--- src/rtl/tap_regs.sv ---
// JTAG instruction and data registers driven by an external TAP controller's state code.
// Supports IDCODE (32-bit), USER (8-bit, writable), and BYPASS for all other instructions.
module tap_regs #(
  parameter logic [31:0] IDCODE   = 32'h1000_0001,
  parameter logic [7:0]  USER_RST = 8'h00
) (
  input  logic       GCLK_Pad,
  input  logic       TRST_Pad,
  input  logic [3:0] state_obs,
  input  logic       TDI_Pad,
  output logic       TDO_Pad,
  output logic [3:0] ir_out,
  output logic [7:0] user_data,
  output logic       update_strobe
);

  typedef enum logic [3:0] {
    EX2_DR = 4'h0, EX1_DR = 4'h1, SH_DR  = 4'h2, PAU_DR = 4'h3,
    SEL_IR = 4'h4, UPD_DR = 4'h5, CAP_DR = 4'h6, SEL_DR = 4'h7,
    EX2_IR = 4'h8, EX1_IR = 4'h9, SH_IR  = 4'hA, PAU_IR = 4'hB,
    RTI    = 4'hC, UPD_IR = 4'hD, CAP_IR = 4'hE, TLR    = 4'hF
  } tap_state_e;

  typedef enum logic [1:0] {DR_BYP, DR_ID, DR_USR} dr_sel_e;

  typedef struct packed {
    logic [31:0] id;
    logic [7:0]  usr;
    logic        byp;
  } dr_t;

  localparam logic [3:0] INS_IDCODE = 4'b0001;
  localparam logic [3:0] INS_USER   = 4'b0010;
  localparam logic [3:0] IR_CAPTURE = 4'b0101;

  tap_state_e st;
  dr_sel_e    sel;
  logic [3:0] ir_sh;
  dr_t        dr;

  assign st = tap_state_e'(state_obs);

  // DR selection follows only the committed instruction, never the IR shift stage.
  always_comb begin
    sel = DR_BYP;
    if (ir_out == INS_IDCODE)    sel = DR_ID;
    else if (ir_out == INS_USER) sel = DR_USR;
  end

  always_ff @(posedge GCLK_Pad or negedge TRST_Pad) begin
    if (!TRST_Pad) begin
      ir_out        <= INS_IDCODE;
      ir_sh         <= IR_CAPTURE;
      dr            <= '0;
      user_data     <= USER_RST;
      update_strobe <= 1'b0;
    end else begin
      update_strobe <= 1'b0;
      case (st)
        TLR:    ir_out <= INS_IDCODE;
        CAP_IR: ir_sh  <= IR_CAPTURE;
        SH_IR:  ir_sh  <= {TDI_Pad, ir_sh[3:1]};
        UPD_IR: ir_out <= ir_sh;
        CAP_DR: begin
          case (sel)
            DR_ID:   dr.id  <= IDCODE;
            DR_USR:  dr.usr <= user_data;
            default: dr.byp <= 1'b0;
          endcase
        end
        SH_DR: begin
          case (sel)
            DR_ID:   dr.id  <= {TDI_Pad, dr.id[31:1]};
            DR_USR:  dr.usr <= {TDI_Pad, dr.usr[7:1]};
            default: dr.byp <= TDI_Pad;
          endcase
        end
        UPD_DR: begin
          if (sel == DR_USR) begin
            user_data     <= dr.usr;
            update_strobe <= 1'b1;
          end
        end
        default: ;
      endcase
    end
  end

  always_comb begin
    TDO_Pad = 1'b0;
    if (st == SH_IR) begin
      TDO_Pad = ir_sh[0];
    end else if (st == SH_DR) begin
      case (sel)
        DR_ID:   TDO_Pad = dr.id[0];
        DR_USR:  TDO_Pad = dr.usr[0];
        default: TDO_Pad = dr.byp;
      endcase
    end
  end

endmodule

--- config.mk ---
export PLATFORM = sky130hd
export DESIGN_NAME = tap_regs
export DESIGN_NICKNAME = d
export VERILOG_FILES = /design/src/rtl/tap_regs.sv
export SDC_FILE = /design/constraint.sdc
export NUM_CORES = 1
export LEC_CHECK = 0
export CAP_MARGIN = 15
export CELL_PAD_IN_SITES_DETAIL_PLACEMENT = 0
export CELL_PAD_IN_SITES_GLOBAL_PLACEMENT = 1
export CORE_MARGIN = 1
export CORE_UTILIZATION = 40
export DETAILED_ROUTE_END_ITERATION = 12
export PLACE_DENSITY_LB_ADDON = 0.1
export SLEW_MARGIN = 25
export SYNTH_ARGS = -nofsm -noshare
export SYNTH_HDL_FRONTEND = slang
export SYNTH_SLANG_ARGS = --single-unit
export TNS_END_PERCENT = 30
--- constraint.sdc ---
create_clock -name GCLK_Pad -period 1.85 [get_ports GCLK_Pad]
set_clock_uncertainty 0.15 [all_clocks]
set_input_delay 0.4625 -clock GCLK_Pad [delete_from_list [all_inputs] [get_ports GCLK_Pad]]
set_output_delay 0.4625 -clock GCLK_Pad [all_outputs]
set_load 0.005 [all_outputs]
==> flow_summary_export.csv, run 1 <==
group,metric,value,unit
sta,min_tclk_post_route,2250,ps
detailed_routing,route.detailed.vias_per_inst,4.95,
detailed_routing,routed-via-count,1615,
floorplan,height_of_the_chip,84.7,microns
synth,syn_nets,209,
detailed_routing,antenna_left,0,
global_routing,grt.met1_usage,0.195,
cts,clk_transition_reported_paths,60,ps
sta,unrepaired_setup_endpoints_after_global_routing,"true",
cts,cts_tree,"done",
cts,tritoncts.num_buffers,9,
synth,synth.mux.area_fraction,0.268,
floorplan,core_box_area,6490,sq um
pwr,leakage,0.00188,uW
cts,cts-root-to-sink-buffers,2,
synth,post_synthesis_instance_area,2740,sq um
synth,synth_simple_gate_area_frac,0.148,
synth,number_of_synthesized_register_bits,58,
job,max_cap_viol_count,0,
sta,slew_at_the_pin_closest_to_its_max_slew_limit,483,ps
finish,layout.cells.non_filler,326,
global_routing,use_met2,0.252,
global_routing,track_usage,0.159,
setup_path,reg2reg_setup_slack,90,ps
detailed_routing,detail_route.first_pass.iterations,6,
synth,synth_warnings,0,
place,dpl.cell_count,310,
sta,report.final.slew_viol_count,0,
place,io_buffers,20,
finish,finish.utilization,0.526,
pwr,total_net_switching_power,715,uW
finish,syn2layout_area_growth,24.8,%
setup_path,r2r_start,"ir_out[3]",
floorplan,floorplan.rows,29,
global_routing,first_global_vias,1766,
hold_path,worstHoldPathType,"reg2reg",
synth,ys_async_sr_fraction,1.00,
synth,synth_compound_area_frac,0.0256,
setup_path,rr_endpoint,"dr[24]",
setup_path,worst_path_required_time,1240,ps
hold_path,timing.hold.worst_endpoint,"dr[17]",
setup_path,worstSetupStartpointType,"flip-flop",
synth,synthCells,202,
finish,layout_commonest_cell,"sky130_fd_sc_hd__dfrtp_1",
setup_path,crit_path_dat,1630,ps
pwr,sw_frac_of_total,0.237,
cts,number_of_h_tree_branching_levels,3,
finish,final_layout_net_count,252,
sta,max-slew-margin-rel,0.678,
synth,synth-adder-area-share,0,
place,gpl.final_weighted_congestion,0.904,
detailed_routing,routed_wire_length_per_instance,15.4,microns
global_routing,grt_first_pass_wirelength,8630,microns
hold_path,timing.hold.worst.start,"dr[17]",
synth,average_cell_area_after_synthesis,13.6,sq um
synth,synth-edff-count,0,
place,post-dp-hpwl,3400,microns
floorplan,floorplan.initialDensity,0.421,
floorplan,design.portCount,21,
synth,synth_top_flop_cell,"sky130_fd_sc_hd__dfrtp_1",
pwr,p_int,2300,uW
finish,drive_above_1_share,0.414,
sta,final-setup-viol-count,2,
detailed_routing,remaining_drc_errors,0,
sta,finalWorstSetupSlack,-397,ps
global_routing,maximum_number_of_pins_on_one_net_before_global_route_repair,30,
floorplan,die_x,84.7,microns
floorplan,dieArea,7180,sq um
synth,synth_top_family_by_area,"multiplexers",
global_routing,grt_use_met3,0.0669,
setup_path,crit_type,"reg2out",
setup_path,worst-path-max-fanout,2,
place,postPlaceCellArea,3180,sq um
sta,clock.fmax,445,MHz
detailed_routing,route.final.wire_length,5020,microns
finish,final_cell_mix,"sky130_fd_sc_hd__dfrtp_1 (54), sky130_fd_sc_hd__nor2b_1 (30), sky130_fd_sc_hd__mux2_4 (28)",
pwr,power_density_over_the_cells,883,nW/um^2
synth,synthXorXnorAreaFrac,0.00320,
run_status,status,"finished, violations left",
place,dp_slack,-1090,ps
global_routing,globalRouteOverflowTotal,0,
cts,clock_sink_count,58,
sta,finalHoldViolations,0,
setup_path,timing.reg2reg.worst_path_depth,6,
pwr,share_comb_of_total_power,0.130,
global_routing,grt_most_used_layer,"met2",
setup_path,end_kind,"output port",
finish,fin_area,3420,sq um
pwr,seqPwrFrac,0.473,
synth,synth.yosys.seq_area_share,0.532,
detailed_routing,drt_iter0_drcs,42,
cts,root_buffer,"sky130_fd_sc_hd__clkbuf_8",
finish,num_antenna_cells,0,
hold_path,min_delay_path_depth,1,
pwr,share_clk_of_total_power,0.396,
global_routing,initial_antenna_violation_count,0,
sta,finalCritPeriodShare,1.21,
pwr,max-vdd-ir-drop,0.622,mV
run_status,failing_checks,"setup timing",
synth,synth.lib_cells_used.distinct,29,
cts,clock_latency,330,ps
==> cell usage after synthesis (3+ instances only) <==
library cell	count	share of area
sky130_fd_sc_hd__dfstp_2	3	0.029
sky130_fd_sc_hd__nor2b_1	30	0.069
sky130_fd_sc_hd__mux2_4	28	0.15
sky130_fd_sc_hd__nand3b_1	3	0.0082
sky130_fd_sc_hd__o21ai_0	8	0.015
sky130_fd_sc_hd__nand2_1	10	0.014
sky130_fd_sc_hd__nor2_1	7	0.0096
sky130_fd_sc_hd__nand2b_1	5	0.011
sky130_fd_sc_hd__inv_1	3	0.0041
sky130_fd_sc_hd__mux2_2	26	0.11
sky130_fd_sc_hd__clkbuf_1	3	0.0041
sky130_fd_sc_hd__dfrtp_1	55	0.50
sky130_fd_sc_hd__buf_6	3	0.012
==> worst max-delay path: stages (launching register included) <==
cell	delay (ps)
sky130_fd_sc_hd__dfrtp_1	370
sky130_fd_sc_hd__or2_2	330
sky130_fd_sc_hd__a2111oi_4	340
sky130_fd_sc_hd__a211o_1	150
sky130_fd_sc_hd__buf_2	110
==> logic make-up (layout without fill, tap and decap cells) <==
group | Yosys count | after routing
compound gates | 12 | 12
xor+xnor | 1 | 1
buf+inv | 11 | 58
flops | 58 | 58
mux | 56 | 56
simple gates | 64 | 64
==> registers in the layout, summed over array words and instances, names as in the netlist <==
| signal | count |
|---|---|
| update_strobe | 1 |
| ir_sh | 4 |
| user_data | 8 |
| dr | 41 |
| ir_out | 4 |
==> metrics by stage <==
stage                     power, uW  hold WS (ps)  TNS (ps)
after floorplan                1670          16.9     -29.5
after global placement         1830           294    -20990
after detailed placement       1850           307    -22460
after CTS                      3070           350      -712
after global routing           3170           362      -592
final                          3020           351      -453
==> metal layers <==
metal / part of all wire / up-vias
met4: 0.014 / 0
li1: - / 781
met2: 0.48 / 28
met3: 0.038 / 7
met1: 0.47 / 799
met5: 0 / -
==> timing repair <==
action                                  in CTS  in global routing
resized for setup                           14                  9
endpoints found under the hold margin       13                  0
buffers inserted                             0                  0
pin swaps                                    4                  0
hold buffers                                 1                  0
endpoints found under the setup margin      53                  9
==> power by group through the flow <==
stage | Sequential (uW) | Combinational (uW) | Clock [uW]
4_1_cts | 1430 | 400 | 1240
5_1_grt | 1440 | 432 | 1300
3_3_place_gp | 1440 | 390 | 0
6_report | 1430 | 393 | 1200
3_5_place_dp | 1450 | 403 | 0
2_1_floorplan | 1440 | 225 | 0
==> worst max path at each step <==
| stage | start | endpoint | slack, ps | cells after the start |
|---|---|---|---|---|
| 2_1_floorplan | state_obs[0] | TDO_Pad | -30 | 3 |
| 3_3_place_gp | state_obs[1] | TDO_Pad | -1000 | 5 |
| 3_5_place_dp | state_obs[1] | TDO_Pad | -1090 | 5 |
| 4_1_cts | ir_out[0] | TDO_Pad | -430 | 4 |
| 5_1_grt | ir_out[0] | TDO_Pad | -490 | 4 |
| 6_report | ir_out[3] | TDO_Pad | -400 | 4 |
==> cell type report <==
class | instances | area (sq um)
fillers | 554 | 3080
inverters | 3 | 11.3
well taps | 77 | 96.3
clock buffers | 13 | 169
repair buffers | 40 | 399
flip-flops and latches | 58 | 1460
multi-input cells | 133 | 1250
clock inverters | 2 | 35.0
(Power assumes the default switching activity.)
==> run 2: changes to the inputs <==
Settings changed: PLACE_DENSITY from default to 0.78, PLACE_DENSITY_LB_ADDON 0.1 to default.
Clock period 1.85 ns to 1.95 ns, I/O delays scaled along.
==> run 2 against run 1 <==
The run still ends with setup timing left. Sequential power decreased by 5%. Core utilization decreased by 0.77 points. Clock-buffer cell count decreased by 2. Critical path depth unchanged. Worst hold slack got worse by 2.7 ps. Clock power decreased by 18%. Sequential share of layout area increased by 0.63 points. Flip-flop and latch count unchanged. Final area decreased by 1.5%. Register-to-register slack improved by 20 ps. Cell count increased by 0.31%. Setup slack improved by 80 ps. Largest cell class unchanged.
==> flow_summary_export.csv, run 2 (synthesized netlist as in run 1, its figures left out) <==
group,metric,value,unit
job,max_cap_viol_count,0,
sta,final-setup-viol-count,1,
cts,root_buffer,"sky130_fd_sc_hd__clkbuf_8",
finish,num_antenna_cells,0,
cts,tritoncts.num_buffers,9,
floorplan,core_box_area,6490,sq um
detailed_routing,drt_iter0_drcs,63,
setup_path,critPathMaxStageDelay,600,ps
run_status,failing_checks,"setup timing",
sta,worst_hold_slack,348,ps
place,postPlaceCellArea,3140,sq um
detailed_routing,routed-via-count,1599,
floorplan,floorplan.initialDensity,0.421,
sta,finalCritPeriodShare,1.16,
global_routing,globalRouteOverflowTotal,0,
setup_path,reg2reg_setup_slack,110,ps
floorplan,height_of_the_chip,84.7,microns
cts,clock_latency,330,ps
sta,min_tclk_post_route,2270,ps
place,post-dp-hpwl,2920,microns
setup_path,worst-path-buf-inv,1,
global_routing,maximum_number_of_pins_on_one_net_before_global_route_repair,59,
pwr,leakage,0.00173,uW
detailed_routing,route.detailed.vias_per_inst,4.89,
finish,syn2layout_area_growth,23.0,%
finish,largest_register_ff_count,41,
finish,layout_commonest_cell,"sky130_fd_sc_hd__dfrtp_1",
sta,slew_at_the_pin_closest_to_its_max_slew_limit,430,ps
pwr,share_clk_of_total_power,0.360,
pwr,max-vdd-ir-drop,0.471,mV
setup_path,worstSetupStartpointType,"flip-flop",
sta,max-slew-margin-rel,0.713,
global_routing,first_global_vias,1787,
sta,finalHoldViolations,0,
floorplan,die_x,84.7,microns
sta,clock.fmax,441,MHz
finish,top_register,"dr",
setup_path,end_kind,"output port",
cts,cts-root-to-sink-buffers,2,
detailed_routing,detail_route.first_pass.iterations,4,
pwr,p_int,2030,uW
setup_path,worst_path_required_time,1310,ps
setup_path,cpLargestDelayFamily,"flip-flops",
floorplan,dieArea,7180,sq um
pwr,sw_frac_of_total,0.253,
sta,finalWorstSetupSlack,-317,ps
finish,final_cell_mix,"sky130_fd_sc_hd__dfrtp_1 (54), sky130_fd_sc_hd__nor2b_1 (30), sky130_fd_sc_hd__mux2_4 (28)",
floorplan,design.portCount,21,
sta,unrepaired_setup_endpoints_after_global_routing,"true",
pwr,seqPwrFrac,0.499,
sta,timing.setup.tns,-317,ps
global_routing,grt_most_used_layer,"met2",
hold_path,worstHoldPathType,"reg2reg",
setup_path,timing.critical_path.slowest_stage_cell,"sky130_fd_sc_hd__dfstp_2",
global_routing,grt_use_met3,0.0383,
detailed_routing,antenna_left,0,
finish,final.fill_count,544,
setup_path,crit_path_dat,1630,ps
cts,number_of_h_tree_branching_levels,3,
sta,report.final.slew_viol_count,0,
setup_path,worst-path-max-fanout,5,
detailed_routing,route.final.wire_length,4590,microns
floorplan,floorplan.rows,29,
finish,layout_top_registers,"dr: 41 flops, user_data: 8 flops",
run_status,status,"finished, violations left",
pwr,power_density_over_the_cells,808,nW/um^2
finish,area_of_the_multi_input_gates,1250,sq um
detailed_routing,routed_wire_length_per_instance,14.0,microns
global_routing,track_usage,0.150,
finish,seq_area,1460,sq um
finish,final_layout_net_count,253,
global_routing,grt.met1_usage,0.186,
global_routing,grt_first_pass_wirelength,8250,microns
cts,clock_sink_count,58,
pwr,total_net_switching_power,688,uW
cts,cts_tree,"done",
setup_path,crit_type,"reg2out",
setup_path,timing.critical_path.cells,"nand3b_1 -> a2111oi_4 -> a211o_1 -> buf_2",
place,io_buffers,20,
finish,drive_above_1_share,0.424,
cts,clk_transition_reported_paths,60,ps
global_routing,initial_antenna_violation_count,0,
global_routing,use_met2,0.237,
pwr,share_comb_of_total_power,0.142,
detailed_routing,remaining_drc_errors,0,
place,gpl.final_weighted_congestion,0.793,
finish,fin_area,3370,sq um
run 2: cell count changes in the layout (fill, tap and decap cells not counted), sizes merged:
| cell | change |
|---|---|
| clkdlybuf4s50 | +8 |
| dlymetal6s2s | -6 |
| dlygate4sd2 | -4 |
| buf | +3 |
| clkbuf | -3 |
| clkinvlp | +3 |
| bufinv | -1 |
| clkdlybuf4s15 | +1 |
run 2: stage by stage:
step	utilization	std cells	power [uW]	setup WS, ps
after global placement	0.483	307	1730	-940
after detailed placement	0.483	307	1740	-969
after global routing	0.518	327	2850	-397
after floorplan	-	202	1580	20.5
final	0.518	327	2720	-317
after CTS	0.516	326	2760	-332
run 2: area by class of cell:
type                    count  share of cell area
flip-flops and latches     58               0.433
multi-input cells         133               0.371
repair buffers             41               0.111
clock buffers              11              0.0450
well taps                  77              0.0286
clock inverters             4             0.00818
inverters                   3             0.00334
run 2: final timing paths:
path	from	end	depth (start not counted)
setup reg to reg	ir_out[3]	dr[39]	6
max in group asynchronous	TRST_Pad	ir_sh[2]	3
hold reg to reg	dr[32]	dr[32]	1
hold / removal	dr[32]	dr[32]	1
setup / recovery	ir_out[0]	TDO_Pad	4
min in group asynchronous	TRST_Pad	dr[2]	3
run 2: power groups by stage:
stage	Combinational (uW)	Clock [uW]	Sequential [uW]
6_report	385	979	1360
5_1_grt	426	1060	1370
4_1_cts	380	1020	1360
3_5_place_dp	361	0	1380
3_3_place_gp	354	0	1380
2_1_floorplan	213	0	1370
run 2: routing by layer:
metal | part of all wire | vias up
li1 | - | 782
met1 | 0.49 | 794
met2 | 0.47 | 16
met3 | 0.028 | 7
met4 | 0.020 | 0
met5 | 0 | -
run 2: timing repair:
action | 4_1_cts | 5_1_grt
gates resized for setup | 18 | 3
hold buffers | 1 | 0
setup buffers | 3 | 1
pin swaps | 5 | 1
hold endpoints to repair | 31 | 0
gates cloned | 0 | 0
endpoints found under the setup margin | 21 | 3
==> run 3: changes to the inputs <==
Settings changed: CTS_CLUSTER_SIZE from default to 24, HOLD_SLACK_MARGIN from default to 0.02.
==> results of run 3 <==
The final DEF is identical to that of run 2; final timing and power are the same.
